**config.mk**
```make
export PLATFORM = sky130hd
export DESIGN_NAME = spi_master
export DESIGN_NICKNAME = d
export VERILOG_FILES = /design/src/rtl/spi_pkg.sv /design/src/rtl/spi_sclk_gen.sv /design/src/rtl/spi_master.sv
export SDC_FILE = /design/constraint.sdc
export NUM_CORES = 1
export LEC_CHECK = 0
export CAP_MARGIN = 20
export CELL_PAD_IN_SITES_DETAIL_PLACEMENT = 0
export CELL_PAD_IN_SITES_GLOBAL_PLACEMENT = 1
export CORE_MARGIN = 2
export CORE_UTILIZATION = 39
export DETAILED_ROUTE_END_ITERATION = 8
export PLACE_DENSITY_LB_ADDON = 0.1
export SETUP_SLACK_MARGIN = 0.15
export SYNTH_ARGS = -nofsm -noshare
export SYNTH_HDL_FRONTEND = slang
export SYNTH_SLANG_ARGS = --single-unit
```
**constraint.sdc**
```tcl
create_clock -name clk -period 2 [get_ports clk]
set_clock_uncertainty 0.05 [all_clocks]
set_input_delay 0.4 -clock clk [delete_from_list [all_inputs] [get_ports clk]]
set_output_delay 0.4 -clock clk [all_outputs]
set_load 0.01 [all_outputs]
```
**src/rtl/spi_pkg.sv**
```systemverilog
// Shared frame geometry and FSM state encoding for the SPI master transmitter.
package spi_pkg;
   localparam int FRAME_W = 12;
   localparam int EDGES   = 2 * FRAME_W;

   typedef enum logic [2:0] {IDLE, ASSERT, XFER, HOLD, DONE} state_t;
endpackage

```
**src/rtl/spi_sclk_gen.sv**
```systemverilog
// SCLK generator: half-period divider plus edge counter, running only while en is high.
module spi_sclk_gen
   import spi_pkg::*;
#(
   parameter bit cpol        = 1'b0,
   parameter int HALF_PERIOD = 2
) (
   input  logic clk,
   input  logic rst,
   input  logic en,
   output logic sclk,
   output logic lead_edge,
   output logic trail_edge,
   output logic last_edge
);
   localparam int HW = (HALF_PERIOD > 1) ? $clog2(HALF_PERIOD) : 1;
   localparam int EW = $clog2(EDGES + 1);

   logic [HW-1:0] half_cnt;
   logic [EW-1:0] edge_cnt;
   logic          tick;

   // Strobes are combinational so the master acts on the same clock edge that toggles sclk.
   assign tick       = en && (half_cnt == HW'(HALF_PERIOD - 1));
   assign lead_edge  = tick && !edge_cnt[0];
   assign trail_edge = tick &&  edge_cnt[0];
   assign last_edge  = tick && (edge_cnt == EW'(EDGES - 1));

   always_ff @(posedge clk) begin
      if (rst || !en) begin
         half_cnt <= '0;
         edge_cnt <= '0;
         sclk     <= cpol;
      end else if (tick) begin
         half_cnt <= '0;
         edge_cnt <= edge_cnt + 1'b1;
         sclk     <= ~sclk;
      end else begin
         half_cnt <= half_cnt + 1'b1;
      end
   end
endmodule

```
**src/rtl/spi_master.sv**
```systemverilog
// Single-frame 12-bit SPI master transmitter with fixed CPOL/CPHA.
// Optional macro SPI_LSB_FIRST_EN sends din[0] first instead of din[11].
module spi_master
   import spi_pkg::*;
#(
   parameter int N           = 4,
   parameter bit cpol        = 1'b0,
   parameter bit cpha        = 1'b0,
   parameter int HALF_PERIOD = 2
) (
   input  logic               clk,
   input  logic               rst,
   input  logic               start,
   input  logic [FRAME_W-1:0] din,
   input  logic [N-1:0]       which_slave_enabled,
   output logic [N-1:0]       cs,
   output logic               mosi,
   output logic               done,
   output logic [FRAME_W-1:0] bits_sent,
   output logic               sclk
);
   localparam int HW = (HALF_PERIOD > 1) ? $clog2(HALF_PERIOD) : 1;

   state_t             state;
   logic [FRAME_W-1:0] din_q;
   logic [N-1:0]       sel_q;
   logic [3:0]         bit_cnt;
   logic [HW-1:0]      hold_cnt;
   logic               lead_edge, trail_edge, last_edge;
   logic               sample_edge, shift_edge;

   assign sample_edge = cpha ? trail_edge : lead_edge;
   assign shift_edge  = cpha ? lead_edge  : trail_edge;

   function automatic logic frame_bit(input logic [FRAME_W-1:0] w, input logic [3:0] i);
`ifdef SPI_LSB_FIRST_EN
      return w[i];
`else
      logic [3:0] idx;
      idx = 4'(FRAME_W - 1) - i;
      return w[idx];
`endif
   endfunction

   spi_sclk_gen #(
      .cpol        (cpol),
      .HALF_PERIOD (HALF_PERIOD)
   ) u_sclk_gen (
      .clk        (clk),
      .rst        (rst),
      .en         (state == XFER),
      .sclk       (sclk),
      .lead_edge  (lead_edge),
      .trail_edge (trail_edge),
      .last_edge  (last_edge)
   );

   always_ff @(posedge clk) begin
      if (rst) begin
         state     <= IDLE;
         din_q     <= '0;
         sel_q     <= '0;
         bit_cnt   <= '0;
         hold_cnt  <= '0;
         cs        <= '1;
         mosi      <= 1'b0;
         done      <= 1'b0;
         bits_sent <= '0;
      end else begin
         case (state)
            IDLE: begin
               mosi <= 1'b0;
               if (start) begin
                  din_q     <= din;
                  sel_q     <= which_slave_enabled;
                  bits_sent <= '0;
                  state     <= ASSERT;
               end
            end
            ASSERT: begin
               cs <= ~sel_q;
               // With cpha=0 the first bit must already be on the bus before edge 1 samples it.
               if (!cpha) begin
                  mosi    <= frame_bit(din_q, 4'd0);
                  bit_cnt <= 4'd1;
               end else begin
                  bit_cnt <= 4'd0;
               end
               state <= XFER;
            end
            XFER: begin
               if (sample_edge) begin
`ifdef SPI_LSB_FIRST_EN
                  bits_sent <= {mosi, bits_sent[FRAME_W-1:1]};
`else
                  bits_sent <= {bits_sent[FRAME_W-2:0], mosi};
`endif
               end
               if (shift_edge && (bit_cnt < 4'(FRAME_W))) begin
                  mosi    <= frame_bit(din_q, bit_cnt);
                  bit_cnt <= bit_cnt + 1'b1;
               end
               if (last_edge) begin
                  hold_cnt <= '0;
                  state    <= HOLD;
               end
            end
            HOLD: begin
               if (hold_cnt == HW'(HALF_PERIOD - 1)) begin
                  cs    <= '1;
                  done  <= 1'b1;
                  state <= DONE;
               end else begin
                  hold_cnt <= hold_cnt + 1'b1;
               end
            end
            DONE: begin
               if (!start) begin
                  done    <= 1'b0;
                  mosi    <= 1'b0;
                  bit_cnt <= '0;
                  state   <= IDLE;
               end
            end
            default: state <= IDLE;
         endcase
      end
   end
endmodule

```
; After elaboration in Yosys (flattened, before gate mapping)
; Cells that the tools add are included.
[classes]
n_addsub = 5
n_lt_le_gt_ge = 2
eq_ne = 11
muxes = 23
n_bitwise = 2
n_reduce_logical = 24
[op_table]
columns = operator, count
row1 = 12-bit 2-to-1 mux, 2
row2 = 12-bit one-hot mux with 2 select lines, 1
row3 = 3-bit one-hot mux with 5 select lines, 1
row4 = 3-bit 2-to-1 mux, 4
row5 = 4-bit 2-to-1 mux, 3
row6 = "2-bit inequality test, second input constant", 6
row7 = 4-bit one-hot mux with 3 select lines, 1
row8 = 3-bit AND reduction, 4
row9 = 4-bit one-hot mux with 2 select lines, 1
row10 = 2-bit nonzero test, 4
row11 = "3-bit by 2-bit equality test with 1-bit output, second input constant", 2
row12 = 1-bit 2-to-1 mux, 6
row13 = 2-bit AND reduction, 3
row14 = "5-bit by 1-bit adder with 5-bit output, second input constant", 1
row15 = "5-bit equality test, second input constant", 1
row16 = 1-bit logical AND, 5
row17 = "4-bit by 5-bit < comparator with 1-bit output, second input constant", 1
row18 = "4-bit by 1-bit adder with 4-bit output, second input constant", 1
row19 = 1-bit binary-select mux with 4-bit select, 1
row20 = "4-bit < comparator, second input constant", 1
row21 = 4-bit NOT, 1
row22 = 1-bit one-hot mux with 2 select lines, 2
row23 = 1-bit one-hot mux with 4 select lines, 1
row24 = 4-bit AND reduction, 1
row25 = 11 further kinds, 13
[totals]
reg_bits = 49
output_inout_bits = 19
elab_cells = 79

; Longest topological paths before layout
[logic_depth]
word_depth = 6
mapped_depth = 7
depth_no_buf = 5

; By module
; A second synthesis with hierarchy kept.
[unflattened]
cells_unflattened = 256
hier_area_um2 = 2198.4
[modules_own_cells]
columns = module, instances, cells_per_inst, area_per_inst_um2, seq_area_each_um2
row1 = spi_master, 1, 222, 1879.3, 840.8
row2 = spi_sclk_gen, 1, 34, 319.1, 140.1

; Least setup slack after synthesis
; Ideal clock, no wire load.
[synth_path]
path_kind = reg-to-reg
start = register bit_cnt[0]
end = register mosi
setup_ns = 0.134
arrival_ns = 1.465
slack_ns = 0.350
stages_incl_launch_ff = 6
path_buffers = 1
path_cell_list = dfxtp_1 buf_2 mux4_2 or3b_1 nand4_1 a221oi_1
[synth_via]
elab_chain_cells = 5
[synth_lines]
columns = element, line
row1 = "start, declared", spi_master.sv:27  ; logic [3:0] bit_cnt;
row2 = "start signal, assigned", spi_master.sv:101  ; bit_cnt <= bit_cnt + 1'b1;
row3 = 4-bit subtractor, spi_master.sv:40  ; idx = 4'(FRAME_W - 1) - i;
row4 = 1-bit binary-select mux with 4-bit select, spi_master.sv:41  ; return w[idx];
row5 = 1-bit 2-to-1 mux (implied by the code), spi_master.sv:41
row6 = 1-bit 2-to-1 mux, spi_master.sv:99  ; if (shift_edge && (bit_cnt < 4'(FRAME_W))) begin
row7 = 1-bit one-hot mux with 4 select lines, spi_master.sv:70  ; case (state)
row8 = "end signal, assigned", spi_master.sv:84  ; mosi <= frame_bit(din_q, 4'd0);
row9 = "end signal, assigned", spi_master.sv:100  ; mosi <= frame_bit(din_q, bit_cnt);
row10 = "end, declared", spi_master.sv:17  ; output logic mosi,
; Parallel ways exist; a longest one is shown, timed or not. The select of a mux whose other input is x is not followed.
; A chain may end at the register's enable or synchronous reset.

; Worst setup path in the final report
[layout_path]
start = input port start
end = register bit_cnt[3]
[layout_via]
elab_chain_cells = 2
[layout_lines]
columns = element, line
row1 = "start, declared", spi_master.sv:13  ; input logic start,
row2 = 2-bit inequality test (no line), -
row3 = 3-bit AND reduction (no line), -
; No other way between the ends.

==> key figures <==
Status
  – Outcome: completed

Clock network
  – Num CTS Buffers: 5
  – Htree depth: 2
  – CTS Hold Bufs: 0
  – CTS root buf: clkbuf_8
  – Reg clk slew, reported paths: 0.09 ns
  – Clock latency on the worst-skew pair: 0.30 ns
  – # clock sinks: 49
  – Post-CTS Setup Inserts: 0
  – Buffer levels on the longest clock path: 2
  – CTS tree: yes

Detailed routing
  – Remaining DRCs: 0
  – DR iter-0 viols: 57
  – Avg WL per Cell: 13.4 um
  – Via density: 5.10
  – Final WL: 4.92 mm
  – Via count: 1878
  – Drt pass-1 iters: 4
  – Final ANT Viol Nets: 0

Critical path
  – Worst Path Arrival: 1.92 ns
  – CP Max Fanout: 5
  – WP data required: 2.18 ns
  – FF-to-FF path depth: 4
  – Setup Crit Path Kind: in -> reg
  – Crit start category: input pin
  – Crit. End Element: flop

Floorplanning
  – I/O Pins: 38
  – Die Span X: 79.0 um
  – Std cell rows: 27
  – Full die area: 6240 um2
  – Starting density of the core: 0.401
  – Core ar.: 5470 um2
  – Die Y: 79.0 um

Yosys
  – Netlist area before placement: 2190 um2
  – Avg Cell Area, Syn: 8.61 um2
  – #FFs+latches synth: 49
  – Synth top area share: 0.447
  – Syn nets: 277
  – Async set-or-reset flop fraction in the synthesized netlist: 0
  – Top cells by area, synth: dfxtp_1 (45%), a21oi_1 (8.7%), nand2_1 (8.2%)
  – Post-synth top area cell: dfxtp_1
  – Post-synth EDFFs: 0
  – Unique masters post-synth: 41
  – Post-synth top flop: dfxtp_1
  – Sequential fraction of the synthesis area: 0.447
  – Cells after Synth: 255
  – Syn. warnings: 0

Cells and area
  – Sequential cell area: 981 um2
  – Layout fillers: 563
  – Multi-input gate area: 1100 um2
  – Commonest cells after routing, fill and taps aside: dfxtp_1 (49), nand2_1 (48), a21oi_1 (37), clkdlybuf4s50_1 (37), buf_4 (16)
  – Nets: 317
  – Share of cells above drive strength 1: 0.0946
  – N_diodes: 0
  – Commonest non-fill, non-tap cell in the layout: dfxtp_1
  – Area grow syn2layout: 25.7%

Timing
  – TNS Setup: 0 ns
  – Unrepaired setup endpoints after global routing: false
  – Final Hold Vio Count: 0
  – Period utilisation layout: 0.871
  – Max Clock Freq: 574 MHz
  – Endpoints failing setup: 0
  – Final slew viol count: 0
  – Worst slew margin: 0.616
  – Min cycle time layout: 1.74 ns
  – Worst Tran Pin Value: 0.576 ns

Worst hold path
  – Hold Crit Class: reg -> reg
  – Worst Hold Depth: 2

Global route
  – Met2 GRT Util: 0.246
  – Initial antenna violation count: 0
  – Met1 Usage GRT: 0.238
  – Top Usage Layer GRT: met2
  – Largest net degree at the start of global routing: 29
  – Vias in the first global route: 1725
  – Global route overflow: 0
  – GR Util All Layers: 0.167
  – GR Util met3: 0.0409
  – First-pass GRT wire length: 8.20 mm

Power and ir drop
  – Final Total Pwr: 0.00188 W
  – Lkg Pwr: 0.939 nW
  – Worst vdd ir: 0.354 mV
  – PwrDens: 683 nW/um2

Run
  – Max-capacitance violation count: 0

Placement
  – GP Congestion: 0.727
  – Post-DP HPWL: 3.38 mm
  – PortBufs: 37
## synthesized netlist by cell type, types with 3 or more instances
library cell,instances
xor2_1,4
buf_2,6
inv_1,4
a21oi_1,38
o21ai_0,6
nor2b_1,3
o211ai_1,12
dfxtp_1,49
mux2i_1,5
clkbuf_1,9
nand2b_1,9
ha_1,3
o2bb2ai_1,4
nand2_1,48
buf_6,3
nor2_1,15
## layer usage
layer	wire (um)	vias up	part of all wire
met5	0	-	0
li1	-	966	-
met4	69	0	0.014
met2	2060	39	0.42
met3	218	6	0.044
met1	2570	867	0.52
## layout make-up
type | instances | share of cell area
tap | 72 | 0.0327
timing repair buffer | 53 | 0.178
inverter | 4 | 0.00544
clock inverter | 1 | 0.00272
sequential | 49 | 0.356
multi-input combinational | 182 | 0.398
clock buffer | 7 | 0.0277
## critical path, stage by stage
cell	delay [ns]
clkdlybuf4s50_1	0.42
buf_4	0.16
nor4b_4	0.25
a21oi_2	0.09
or4_1	0.47
a21oi_1	0.14
## power breakdown
group / internal, W / switching, W
logic: 0.000128 / 0.000149
clock network: 0.000248 / 0.000323
registers: 0.00101 / 0.0000267
## through the flow
| stage | std cells | setup slack, ns | cell area (um2) | hold WS (ns) | utilization |
|---|---|---|---|---|---|
| floorplan | 255 | 0.350 | 2190 | 0.383 | - |
| CTS | 368 | 0.259 | 2760 | 0.407 | 0.504 |
| finish | 368 | 0.259 | 2760 | 0.403 | 0.504 |
| global route | 368 | 0.155 | 2760 | 0.428 | 0.504 |
| detailed placement | 360 | -0.182 | 2670 | 0.393 | 0.488 |
| global placement | 360 | -0.101 | 2670 | 0.391 | 0.488 |
## what timing repair did
action,in CTS,in global routing
resized for setup,1,0
hold endpoints to repair,0,0
setup endpoints to repair,2,0
## final timing paths
check	startpoint	to	slack [ns]
setup / recovery	start	bit_cnt[3]	0.26
hold / removal	bits_sent[11]	bits_sent[11]	0.40
setup reg to reg	state[2]	bit_cnt[3]	0.30
hold reg to reg	bits_sent[11]	bits_sent[11]	0.40
## cell families after synthesis
group / after synthesis / share of synthesized area
simple gates: 94 / 0.218
flops: 49 / 0.447
compound gates: 73 / 0.203
mux: 6 / 0.0331
xor+xnor: 6 / 0.0239
buf+inv: 24 / 0.0581
fa+ha+maj: 3 / 0.0171
## sequential cells by signal, indices dropped and copies added, names as in the netlist
register,count
bit_cnt,4
bits_sent,12
cs,4
din_q,12
done,1
hold_cnt,1
mosi,1
sel_q,4
state,3
u_sclk_gen.edge_cnt,5
u_sclk_gen.half_cnt,1
u_sclk_gen.sclk,1
Power figures use the tool's default switching activity.
